==> src/rtl/rst_seq_pkg.sv <==
// Shared types and counter-width helpers for the rst_seq reset sequencer.
package rst_seq_pkg;

    typedef enum logic [1:0] {
        ST_ASSERT  = 2'd0,
        ST_RELEASE = 2'd1,
        ST_IDLE    = 2'd2
    } state_t;

    typedef enum logic [1:0] {
        CAUSE_POR = 2'd0,
        CAUSE_SW  = 2'd1,
        CAUSE_EXT = 2'd2
    } cause_t;

    // Bits needed to hold 0..max_value.
    function automatic int cnt_width(input int max_value);
        return (max_value < 1) ? 1 : $clog2(max_value + 1);
    endfunction

    // Bits needed to index count items.
    function automatic int idx_width(input int count);
        return (count < 2) ? 1 : $clog2(count);
    endfunction

endpackage

==> src/rtl/rst_seq_sync2.sv <==
// Two-flop synchronizer whose flops are forced to PRESET while rst is high.
module rst_seq_sync2 #(
    parameter logic PRESET = 1'b1
) (
    input  logic clk,
    input  logic rst,
    input  logic d,
    output logic q
);

    logic meta;

    // NOTE: both flops use <= so q always takes the previous-cycle meta, giving two real stages.
    always_ff @(posedge clk) begin
        if (rst) begin
            meta <= PRESET;
            q    <= PRESET;
        end else begin
            meta <= d;
            q    <= meta;
        end
    end

endmodule

==> src/rtl/rst_seq.sv <==
// Ordered reset-release sequencer: stretch all stage resets, then release one stage per ack.
// Define RST_SEQ_TIMEOUT_EN to build the per-stage ack timeout and sticky timeout_err flag.
module rst_seq
    import rst_seq_pkg::*;
#(
    parameter int NUM_STAGES     = 3,
    parameter int STRETCH_CYCLES = 16,
    parameter int ACK_TIMEOUT    = 256
) (
    input  logic                  clk,
    input  logic                  rst,
    input  logic                  req_sw,
    input  logic                  req_ext_n,
    input  logic [NUM_STAGES-1:0] stage_ack,
    output logic [NUM_STAGES-1:0] stage_rst_n,
    output logic                  busy,
    output logic [1:0]            rst_cause,
    output logic                  timeout_err
);

    localparam int STRETCH_W = cnt_width(STRETCH_CYCLES - 1);
    localparam int IDX_W     = idx_width(NUM_STAGES);
    localparam logic [STRETCH_W-1:0] STRETCH_LAST = STRETCH_W'(STRETCH_CYCLES - 1);
    localparam logic [IDX_W-1:0]     IDX_LAST     = IDX_W'(NUM_STAGES - 1);

    if (NUM_STAGES < 1 || NUM_STAGES > 8 || STRETCH_CYCLES < 1 || ACK_TIMEOUT < 1) begin : g_cfg_err
        $error("rst_seq: parameter out of range");
    end

    state_t                state;
    cause_t                cause;
    logic [STRETCH_W-1:0]  stretch_cnt;
    logic [IDX_W-1:0]      idx;
    logic                  ext_sync;
    logic                  ext_req;
    logic                  restart;
    logic                  ack_cur;
    logic                  wait_expired;
    logic                  advance;

    rst_seq_sync2 #(
        .PRESET (1'b1)
    ) u_ext_sync (
        .clk (clk),
        .rst (rst),
        .d   (req_ext_n),
        .q   (ext_sync)
    );

    assign ext_req   = ~ext_sync;
    assign restart   = req_sw | ext_req;
    assign ack_cur   = stage_ack[idx];
    assign advance   = (state == ST_RELEASE) && (ack_cur || wait_expired);
    assign rst_cause = cause;

    always_ff @(posedge clk) begin
        if (rst) begin
            state       <= ST_ASSERT;
            stretch_cnt <= '0;
            idx         <= '0;
            stage_rst_n <= '0;
            busy        <= 1'b1;
            cause       <= CAUSE_POR;
        end else if (restart) begin
            // A held-low ext request lands here every cycle, pinning the stretch count at 0.
            state       <= ST_ASSERT;
            stretch_cnt <= '0;
            idx         <= '0;
            stage_rst_n <= '0;
            busy        <= 1'b1;
            cause       <= ext_req ? CAUSE_EXT : CAUSE_SW;
        end else begin
            case (state)
                ST_ASSERT: begin
                    if (stretch_cnt == STRETCH_LAST) begin
                        state       <= ST_RELEASE;
                        stretch_cnt <= '0;
                        idx         <= '0;
                        stage_rst_n <= NUM_STAGES'(1);
                    end else begin
                        stretch_cnt <= stretch_cnt + 1'b1;
                    end
                end
                ST_RELEASE: begin
                    if (advance) begin
                        if (idx == IDX_LAST) begin
                            state <= ST_IDLE;
                            busy  <= 1'b0;
                        end else begin
                            idx         <= idx + 1'b1;
                            stage_rst_n <= (stage_rst_n << 1) | NUM_STAGES'(1);
                        end
                    end
                end
                ST_IDLE: begin
                    stage_rst_n <= '1;
                    busy        <= 1'b0;
                end
                default: state <= ST_ASSERT;
            endcase
        end
    end

`ifdef RST_SEQ_TIMEOUT_EN
    localparam int WAIT_W = cnt_width(ACK_TIMEOUT - 1);
    localparam logic [WAIT_W-1:0] WAIT_LAST = WAIT_W'(ACK_TIMEOUT - 1);

    logic [WAIT_W-1:0] wait_cnt;

    assign wait_expired = (wait_cnt == WAIT_LAST);

    // Counts cycles spent waiting on the current stage; a timeout advances like an ack.
    always_ff @(posedge clk) begin
        if (rst) begin
            wait_cnt    <= '0;
            timeout_err <= 1'b0;
        end else begin
            if (restart || state != ST_RELEASE || advance) begin
                wait_cnt <= '0;
            end else begin
                wait_cnt <= wait_cnt + 1'b1;
            end
            if (req_sw) begin
                timeout_err <= 1'b0;
            end else if (!restart && state == ST_RELEASE && !ack_cur && wait_expired) begin
                timeout_err <= 1'b1;
            end
        end
    end
`else
    assign wait_expired = 1'b0;
    assign timeout_err  = 1'b0;
`endif

endmodule
==> config.mk <==
export PLATFORM = sky130hd
export DESIGN_NAME = rst_seq
export DESIGN_NICKNAME = d
export VERILOG_FILES = /design/src/rtl/rst_seq_pkg.sv /design/src/rtl/rst_seq_sync2.sv /design/src/rtl/rst_seq.sv
export SDC_FILE = /design/constraint.sdc
export NUM_CORES = 1
export LEC_CHECK = 0
export BUFFER_PORTS_ARGS = -buffer_cell sky130_fd_sc_hd__buf_2
export CELL_PAD_IN_SITES_DETAIL_PLACEMENT = 1
export CELL_PAD_IN_SITES_GLOBAL_PLACEMENT = 2
export CORE_MARGIN = 8
export CORE_UTILIZATION = 33
export DETAILED_ROUTE_END_ITERATION = 10
export GPL_TIMING_DRIVEN = 0
export PLACE_DENSITY = 0.86
export SLEW_MARGIN = 20
export SYNTH_ARGS = -nofsm -noshare
export SYNTH_HDL_FRONTEND = slang
export SYNTH_SLANG_ARGS = --single-unit
==> constraint.sdc <==
create_clock -name clk -period 2 [get_ports clk]
set_clock_uncertainty 0.05 [all_clocks]
set_input_delay 0.1 -clock clk [delete_from_list [all_inputs] [get_ports clk]]
set_output_delay 0.1 -clock clk [all_outputs]
set_load 0.005 [all_outputs]
==> impl_metrics.json, run 1 <==
{
  "boundaryPins": 14,
  "initial_utilization_pct": 34.7,
  "clock_tree.htree_level_count": 1,
  "antenna-diode-count": 0,
  "ys_warn_count": 0,
  "yosysSeqAreaShare_pct": 37.3,
  "p_leak_nw": 0.429,
  "tritoncts": "yes",
  "drt-total-wl_um": 1850,
  "critPathRequiredTime_ps": 2170,
  "worstSetupPathType": "register to register",
  "clk_latency_ps": 290,
  "postSynthNetCount": 106,
  "total_area_of_multi_input_combinational_cells_um2": 493,
  "sequential_area_um2": 320,
  "report.final.slew_viol_count": 0,
  "cts-root-buf": "clkbuf_4",
  "clk_path_buf_depth": 2,
  "grt_usage_pct": 9.64,
  "rows": 18,
  "setup_viol": 0,
  "finish.net_count": 126,
  "ff2ff_path_depth": 6,
  "ant_nets": 0,
  "overflow": 0,
  "grt_setup_unrepaired": "no",
  "layout_common_cells": "dfxtp_1, buf_2, nand2_1",
  "syn_area_um2": 860,
  "placement.setup.worst_slack_ps": 386,
  "flop_to_flop_setup_slack_ps": 370,
  "timing.setup.tns_ps": 0,
  "ir_drop_uv": 379,
  "ys_dominant_reg_cell": "dfxtp_1",
  "worst_hold_startpoint": "req_sw",
  "critPathMaxFanout": 8,
  "rr_endpoint": "state[1]",
  "clk_pin_slew_ps": 100,
  "post_synth_inst_count": 91,
  "critical_path.endpoint_type": "register",
  "detailed_place_hpwl_um": 1400,
  "antenna_found_initial": 0,
  "floorplan.die_area_um2": 4490,
  "timing.critical_path.from": "state[0]",
  "grt_pass1_vias": 757,
  "postLayoutSetupSlackWorst_ps": 369,
  "final.min_clock_period_ps": 1630,
  "cp.arrival_ps": 1800,
  "critPathLaunchType": "register",
  "detailroute.via_count": 683,
  "vias_per_cell": 4.91,
  "numCtsBuffers": 3,
  "worst_setup_path_endpoint": "state[1]",
  "drive_gt1_share_pct": 25.7,
  "drc_errors": 0,
  "max-cap-violations": 0,
  "post_drt_wl_per_cell_um": 13.3,
  "finalHoldViolations": 0,
  "post_synth_num_cell_types": 31,
  "clock-sinks": 16,
  "postPlaceCellArea_um2": 957,
  "gpl.final_weighted_congestion": 0.723,
  "synth-edff-count": 0,
  "post-layout-total-power_mw": 0.539,
  "cts.repair_timing.setup_buffer_count": 0,
  "critical_path.reg2reg.startpoint": "state[0]",
  "final_common_cell": "dfxtp_1",
  "port_buffers": 12,
  "grt_first_pass_wirelength_um": 3290,
  "violation_count_after_the_first_detailed_route_iteration": 11,
  "syn_avg_cell_area_um2": 9.45,
  "hp-class": "primary input to register",
  "powerDensity_nw_per_um2": 534,
  "die_x_um": 67.0,
  "finalInstanceArea_um2": 1010,
  "dr.pass1.iters": 3,
  "grt_start_max_net_pins": 10,
  "postSynth.asyncResetShare_pct": 0,
  "synth-seq-cells": 16,
  "floorplan.die.height_um": 67.0,
  "final_min_period_over_clock_period_pct": 81.5,
  "outcome": "complete, no violations",
  "fill_cell_count": 303,
  "achievable-frequency_mhz": 613,
  "fin_worst_hold_slack_ps": 47.1,
  "area.growth.synth_to_final_pct": 17.5,
  "core-area_um2": 2480
}
## logic make-up (layout without fill, tap and decap cells)
logic type,count (synthesis),count (layout),share of synthesized area [%]
and+or+nand+nor,33,33,20.4
DFF,16,16,37.3
AOI/OAI and AO/OA,15,15,14.1
buffers and inverters,9,27,5.39
adders and majority gates,8,8,11.6
muxes,8,8,9.75
other,1,1,0.436
xor gates and xnor gates,1,1,1.02
## Yosys cell counts (2+ instances only)
cell type  count  share of area [%]
a21o_2         2                2.0
or2_2          2                1.5
nand3b_1       2                1.7
a21oi_1        6                3.5
inv_1          5                2.2
nor3_1         2                1.2
nand2_1       10                4.4
mux2i_1        5                5.8
nand3_1        4                2.3
nor2_1         5                2.2
dfxtp_1       16                 37
mux2_2         2                2.6
nor3b_1        2                1.7
buf_4          3                2.6
ha_1           8                 12
a21o_1         2                1.7
## layout make-up
| cell class | count | share of cell area (%) |
|---|---|---|
| well taps | 30 | 3.72 |
| clock buffers | 3 | 2.23 |
| flip-flops and latches | 16 | 31.7 |
| plain buffers | 4 | 2.73 |
| multi-input cells | 66 | 48.8 |
| repair buffers | 15 | 8.92 |
| inverters | 5 | 1.86 |
## worst min path at each step
stage,slack (ps),end,cells after the start
after global placement,240,u_ext_sync.meta,2
final,50,rst_cause[0],3
after floorplan,120,rst_cause[1],1
after CTS,30,rst_cause[0],3
after global routing,90,rst_cause[1],3
after detailed placement,240,u_ext_sync.meta,2
## metrics by stage
stage                     utilization (%)  instances
after detailed placement             38.6        133
after global placement               38.6        133
after floorplan                         -         91
after global routing                 40.8        139
after CTS                            40.8        139
final                                40.8        139
## timing repair
action                                  4_1_cts  5_1_grt
endpoints found under the setup margin        0        0
hold buffers                                  3        0
resized for setup                             0        0
endpoints found under the hold margin         4        0
## worst max-delay path: stages (launching register included)
cell      delay (ps)
dfxtp_1          390
inv_1            110
ha_1             200
buf_4            160
a221oi_2         340
a21oi_1          110
nor3_1           180
## report_power, final
| part | total (mW) | switching (mW) | leakage [nW] | internal [mW] |
|---|---|---|---|---|
| Sequential | 0.328 | 0.00391 | 0.130 | 0.324 |
| Clock | 0.176 | 0.106 | 0.0138 | 0.0701 |
| Combinational | 0.0351 | 0.0159 | 0.285 | 0.0192 |
## state kept, by name, indices dropped and copies added (netlist names)
register         flops
u_ext_sync.meta      1
u_ext_sync.q         1
idx                  2
rst_cause            2
state                2
stretch_cnt          4
stage_rst_n          3
busy                 1
## metal layers
layer,track usage [%],wire [um],up-vias
li1,-,-,346
met5,0,0,-
met4,7.83,45,0
met1,9.99,818,320
met2,16.4,902,13
met3,2.01,81,4
No activity file was read; power rests on OpenSTA's default activity.
==> inputs of run 2 (changes only) <==
--- a/config.mk
+++ b/config.mk
@@ -5,11 +5,12 @@
 export SDC_FILE = /design/constraint.sdc
 export NUM_CORES = 1
 export LEC_CHECK = 0
+export ABC_AREA = 1
 export BUFFER_PORTS_ARGS = -buffer_cell sky130_fd_sc_hd__buf_2
 export CELL_PAD_IN_SITES_DETAIL_PLACEMENT = 1
 export CELL_PAD_IN_SITES_GLOBAL_PLACEMENT = 2
 export CORE_MARGIN = 8
-export CORE_UTILIZATION = 33
+export CORE_UTILIZATION = 30
 export DETAILED_ROUTE_END_ITERATION = 10
 export GPL_TIMING_DRIVEN = 0
 export PLACE_DENSITY = 0.86
==> constraint.sdc (replaced) <==
create_clock -name clk -period 1.7 [get_ports clk]
set_clock_uncertainty 0.05 [all_clocks]
set_input_delay 0.085 -clock clk [delete_from_list [all_inputs] [get_ports clk]]
set_output_delay 0.085 -clock clk [all_outputs]
set_load 0.005 [all_outputs]
==> impl_metrics.json, run 2 <==
{
  "cts.repair_timing.setup_buffer_count": 0,
  "tritoncts": "yes",
  "detailroute.via_count": 784,
  "fill_cell_count": 359,
  "critPathLaunchType": "register",
  "floorplan.die_area_um2": 4890,
  "boundaryPins": 14,
  "grt_start_max_net_pins": 11,
  "final_min_period_over_clock_period_pct": 88.9,
  "ir_drop_uv": 461,
  "detailed_place_hpwl_um": 1560,
  "post_synth_num_cell_types": 20,
  "critical_path.cell_chain": "inv_1 > ha_1 > inv_2 > o21ai_1 > nand3_2 > nand2_1 > nand2_1 > nor2_1",
  "setup_viol": 0,
  "grt_use_met2_pct": 14.1,
  "clock_power_share_pct": 37.2,
  "rows": 19,
  "critical_path.reg2reg.startpoint": "state[1]",
  "area.growth.synth_to_final_pct": 19.5,
  "net-switching-power_mw": 0.156,
  "crit_path_top_delay_cell": "ha_1",
  "global_route.usage.met1_pct": 9.62,
  "ys_warn_count": 0,
  "p_int_mw": 0.535,
  "yosysSeqAreaShare_pct": 36.7,
  "combinational_cell_fraction_of_total_power_pct": 7.0,
  "post_synth_inst_count": 121,
  "postSynthNetCount": 136,
  "syn_avg_cell_area_um2": 7.22,
  "clock_tree.htree_level_count": 1,
  "ys_top_cells_by_area": "dfxtp_1, ha_1, nand2_1",
  "achievable-frequency_mhz": 661,
  "outcome": "complete, no violations",
  "clk_latency_ps": 290,
  "numCtsBuffers": 3,
  "gpl.final_weighted_congestion": 0.753,
  "syn_area_um2": 873,
  "max-cap-violations": 0,
  "ant_nets": 0,
  "floorplan.die.height_um": 70.0,
  "critPathMaxFanout": 7,
  "finalHoldViolations": 0,
  "initial_utilization_pct": 31.7,
  "critical_path.top_delay_family": "adder cells",
  "timing.setup.tns_ps": 0,
  "drc_errors": 0,
  "synth-edff-count": 0,
  "cpMostUsedCell": "nand2_1",
  "max_flop_register": "stretch_cnt",
  "grt_pass1_vias": 859,
  "overflow": 0,
  "postSynth.asyncResetShare_pct": 0,
  "postPlaceCellArea_um2": 972,
  "yosys.area.top_type_share_pct": 36.7,
  "antenna-diode-count": 0,
  "clk_path_buf_depth": 2,
  "synth.top_cells.by_count": "nand2_1, nor2_1, dfxtp_1, inv_1",
  "vias_per_cell": 4.58,
  "die_x_um": 70.0,
  "post_drt_wl_per_cell_um": 11.3,
  "finish.net_count": 156,
  "sequentialPowerShare_pct": 55.8,
  "finalInstanceArea_um2": 1040,
  "critPathRequiredTime_ps": 1880,
  "synth_top_area_cell": "dfxtp_1",
  "timing.critical_path.from": "state[1]",
  "powerDensity_nw_per_um2": 662,
  "grt_first_pass_wirelength_um": 3520,
  "violation_count_after_the_first_detailed_route_iteration": 21,
  "final.min_clock_period_ps": 1510,
  "largest_register_ffs": 4,
  "grt_busiest_layer": "met2",
  "clock-sinks": 16,
  "critical_path.n_buffers_inverters": 2,
  "clk_pin_slew_ps": 100,
  "placement.setup.worst_slack_ps": 99.5,
  "hp-class": "primary input to register",
  "port_buffers": 12,
  "core-area_um2": 2760,
  "swShare_pct": 22.6,
  "drive_gt1_share_pct": 25.0,
  "layout_common_cells": "nand2_1, nor2_1, inv_1",
  "postLayoutSetupSlackWorst_ps": 188,
  "grt_usage_pct": 8.36,
  "worstSetupPathType": "register to register",
  "post-layout-total-power_mw": 0.691,
  "report.final.slew_viol_count": 0,
  "drt-total-wl_um": 1930,
  "post-route-util_pct": 37.8,
  "antenna_found_initial": 0,
  "dr.pass1.iters": 4,
  "grt_setup_unrepaired": "no",
  "final_common_cell": "nand2_1",
  "p_leak_nw": 0.504,
  "critical_path.endpoint_type": "register",
  "most_common_cell_in_the_netlist": "nand2_1",
  "critPathMaxStageDelay_ps": 360,
  "cp.arrival_ps": 1690,
  "worst_hold_startpoint": "req_sw",
  "ys_dominant_reg_cell": "dfxtp_1",
  "cts-root-buf": "clkbuf_4",
  "globalRouteMet3Util_pct": 2.40,
  "synth-seq-cells": 16,
  "reg_top3": "stretch_cnt: 4 flops, stage_rst_n: 3 flops"
}
[run 2: tightest hold or removal path, delay by kind of cell]
| family | cells | cell delay (ps) |
|---|---|---|
| buf+inv | 1 | 160 |
| simple gates | 2 | 140 |
[run 2: cells by family (layout without fill, tap and decap cells)]
family,count (synthesis),after routing,share of synthesized area [%]
compound gates,14,14,8.60
buf+inv,24,43,10.7
fa+ha+maj,8,8,11.5
flops,16,16,36.7
other cells,1,1,0.429
simple gates,58,58,32.1
[run 2: layout make-up]
type / count / area [um^2] / share of cell area, %
sequential: 16 / 322 / 30.8
buffer: 1 / 7.51 / 0.719
tap: 31 / 38.8 / 3.72
multi-input combinational: 81 / 463 / 44.4
inverter: 23 / 86.3 / 8.27
timing repair buffer: 15 / 90.1 / 8.63
clock buffer: 4 / 36.3 / 3.48
[run 2: layer usage]
layer,share of wire [%],routed length [um]
met5,0,0
met4,1.2,23
met3,4.8,93
met2,44,859
met1,49,956
[run 2: path summary, 6_finish.rpt]
check | cells after the start | endpoint | slack [ps]
worst max-delay path | 8 | idx[0] | 190
worst min-delay path | 3 | busy | 80
worst max register to register | 8 | idx[0] | 190
worst min register to register | 1 | u_ext_sync.q | 370
[run 2: power by group through the flow]
| stage | Clock (mW) | Sequential [mW] | Combinational, mW |
|---|---|---|---|
| 2_1_floorplan | 0 | 0.394 | 0.0249 |
| 3_3_place_gp | 0 | 0.394 | 0.0411 |
| 3_5_place_dp | 0 | 0.394 | 0.0433 |
| 4_1_cts | 0.267 | 0.386 | 0.0489 |
| 5_1_grt | 0.288 | 0.387 | 0.0549 |
| 6_report | 0.257 | 0.385 | 0.0484 |
[run 2: timing repair]
item	CTS	global route
resized for setup	0	2
hold buffers	3	0
setup endpoints to repair	0	4
hold endpoints to repair	3	0
[run 2: stage by stage]
step / instances / hold slack, ps
floorplan: 121 / 104
global placement: 164 / 220
detailed placement: 164 / 221
CTS: 171 / 67.4
global route: 171 / 78.8
finish: 171 / 75.3
==> inputs of run 3 (changes only) <==
--- a/config.mk
+++ b/config.mk
@@ -11,6 +11,7 @@
 export CELL_PAD_IN_SITES_GLOBAL_PLACEMENT = 2
 export CORE_MARGIN = 8
 export CORE_UTILIZATION = 30
+export CTS_BUF_LIST = sky130_fd_sc_hd__clkbuf_16
 export DETAILED_ROUTE_END_ITERATION = 10
 export GPL_TIMING_DRIVEN = 0
 export PLACE_DENSITY = 0.86
==> impl_metrics.json, run 3 (synthesized netlist as in run 2, its figures left out) <==
{
  "tritoncts": "yes",
  "crit_path_top_delay_cell": "dfxtp_1",
  "placement.setup.worst_slack_ps": 99.5,
  "clk_path_buf_depth": 2,
  "core-area_um2": 2760,
  "dr.pass1.iters": 4,
  "antenna_found_initial": 0,
  "timing.setup.tns_ps": 0,
  "critPathLaunchType": "register",
  "final_cell_count_no_fill": 170,
  "detailroute.via_count": 781,
  "fill_cell_count": 357,
  "fin_worst_hold_slack_ps": 118,
  "postPlaceCellArea_um2": 972,
  "final.min_clock_period_ps": 1490,
  "drt-total-wl_um": 1970,
  "grt_usage_pct": 8.65,
  "overflow": 0,
  "clock_tree.htree_level_count": 1,
  "final_min_period_over_clock_period_pct": 87.6,
  "cts.repair_timing.setup_buffer_count": 0,
  "violation_count_after_the_first_detailed_route_iteration": 10,
  "outcome": "complete, no violations",
  "area.growth.synth_to_final_pct": 23.4,
  "ir_drop_uv": 450,
  "detailed_place_hpwl_um": 1560,
  "critical_path.endpoint_type": "register",
  "postLayoutSetupSlackWorst_ps": 211,
  "port_buffers": 12,
  "numCtsBuffers": 3,
  "numPlacedInstances": 164,
  "report.final.slew_viol_count": 0,
  "floorplan.die.height_um": 70.0,
  "ant_nets": 0,
  "reg_top3": "stretch_cnt: 4 flops, stage_rst_n: 3 flops",
  "critPathMaxFanout": 5,
  "floorplan.die_area_um2": 4890,
  "grt_pass1_vias": 854,
  "largest_register_ffs": 4,
  "setup_viol": 0,
  "grt_setup_unrepaired": "no",
  "p_leak_nw": 0.517,
  "grt_first_pass_wirelength_um": 3500,
  "max_flop_register": "stretch_cnt",
  "clock-sinks": 16,
  "finalHoldViolations": 0,
  "clk_pin_slew_ps": 50,
  "drive_gt1_share_pct": 24.5,
  "max-cap-violations": 0,
  "initial_utilization_pct": 31.7,
  "worstSetupPathType": "register to register",
  "layout_common_cells": "nand2_1, nor2_1, inv_1, dfxtp_1, buf_2",
  "cp.arrival_ps": 1580,
  "vias_per_cell": 4.59,
  "finish.net_count": 155,
  "die_x_um": 70.0,
  "grt_start_max_net_pins": 11,
  "critical_path.cell_chain": "inv_1 > ha_1 > nand2_1 > a21boi_2 > nand3_2 > nor2_1 > nor2_1",
  "gpl.final_weighted_congestion": 0.753,
  "final_common_cell": "nand2_1",
  "antenna-diode-count": 0,
  "critPathRequiredTime_ps": 1800,
  "finalInstanceArea_um2": 1080,
  "rows": 19,
  "boundaryPins": 14,
  "powerDensity_nw_per_um2": 835,
  "achievable-frequency_mhz": 672,
  "critPathMaxStageDelay_ps": 350,
  "critical_path.top_delay_family": "simple AND/OR/NAND/NOR gates",
  "hp-class": "primary input to register",
  "post_drt_wl_per_cell_um": 11.6,
  "cpMostUsedCell": "nor2_1",
  "critical_path.n_buffers_inverters": 1,
  "cts-root-buf": "clkbuf_16",
  "clk_latency_ps": 250,
  "drc_errors": 0
}
run 3: changes by cell type in the layout (fill, tap and decap cells not counted), sizes merged:
cell         change
clkbuf           -1
dlygate4sd3      -1
clkinv           +1
run 3: per-layer routing:
layer  track usage (%)  up-vias  part of all wire, %
met3              2.40        5                  5.3
met5                 0        -                    0
met2              14.1       17                   42
met4              6.03        0                  3.0
met1              9.46      357                   49
li1                  -      402                    -
run 3: where the power goes:
part           total (mW)  internal (mW)  switching [mW]
combinational      0.0465         0.0215          0.0250
sequential          0.387          0.383         0.00367
clock               0.466          0.312           0.154
total               0.899          0.717           0.182
run 3: what timing repair did:
item                       CTS  global route
setup endpoints to repair    0             2
hold endpoints to repair     2             0
hold buffers                 2             0
gates resized for setup      0             2
run 3: area by class of cell:
class                   instances  area, um^2  area share [%]
clock buffers                   3        75.1            6.97
inverters                      23        86.3            8.01
plain buffers                   1        7.51           0.697
flip-flops and latches         16         320            29.7
clock inverters                 1        3.75           0.348
multi-input cells              81         465            43.2
repair buffers                 14        80.1            7.43
well taps                      31        38.8            3.60
run 3: per-stage QoR:
stage	total power, mW	util [%]
after floorplan	0.419	-
after global placement	0.435	35.3
after detailed placement	0.438	35.3
after CTS	0.917	38.8
after global routing	0.935	39.1
final	0.899	39.1
run 3: worst paths after layout:
kind	from	endpoint	slack, ps	depth (start not counted)
hold reg to reg	u_ext_sync.meta	u_ext_sync.q	360	1
setup reg to reg	state[1]	stage_rst_n[1]	210	7
hold / removal	req_sw	busy	120	3
setup / recovery	state[1]	stage_rst_n[1]	210	7
run 3: worst min-delay path, cell delays in order:
cell and delay [ps]:
buf_2 160, nor2_8 80, nand2_1 60
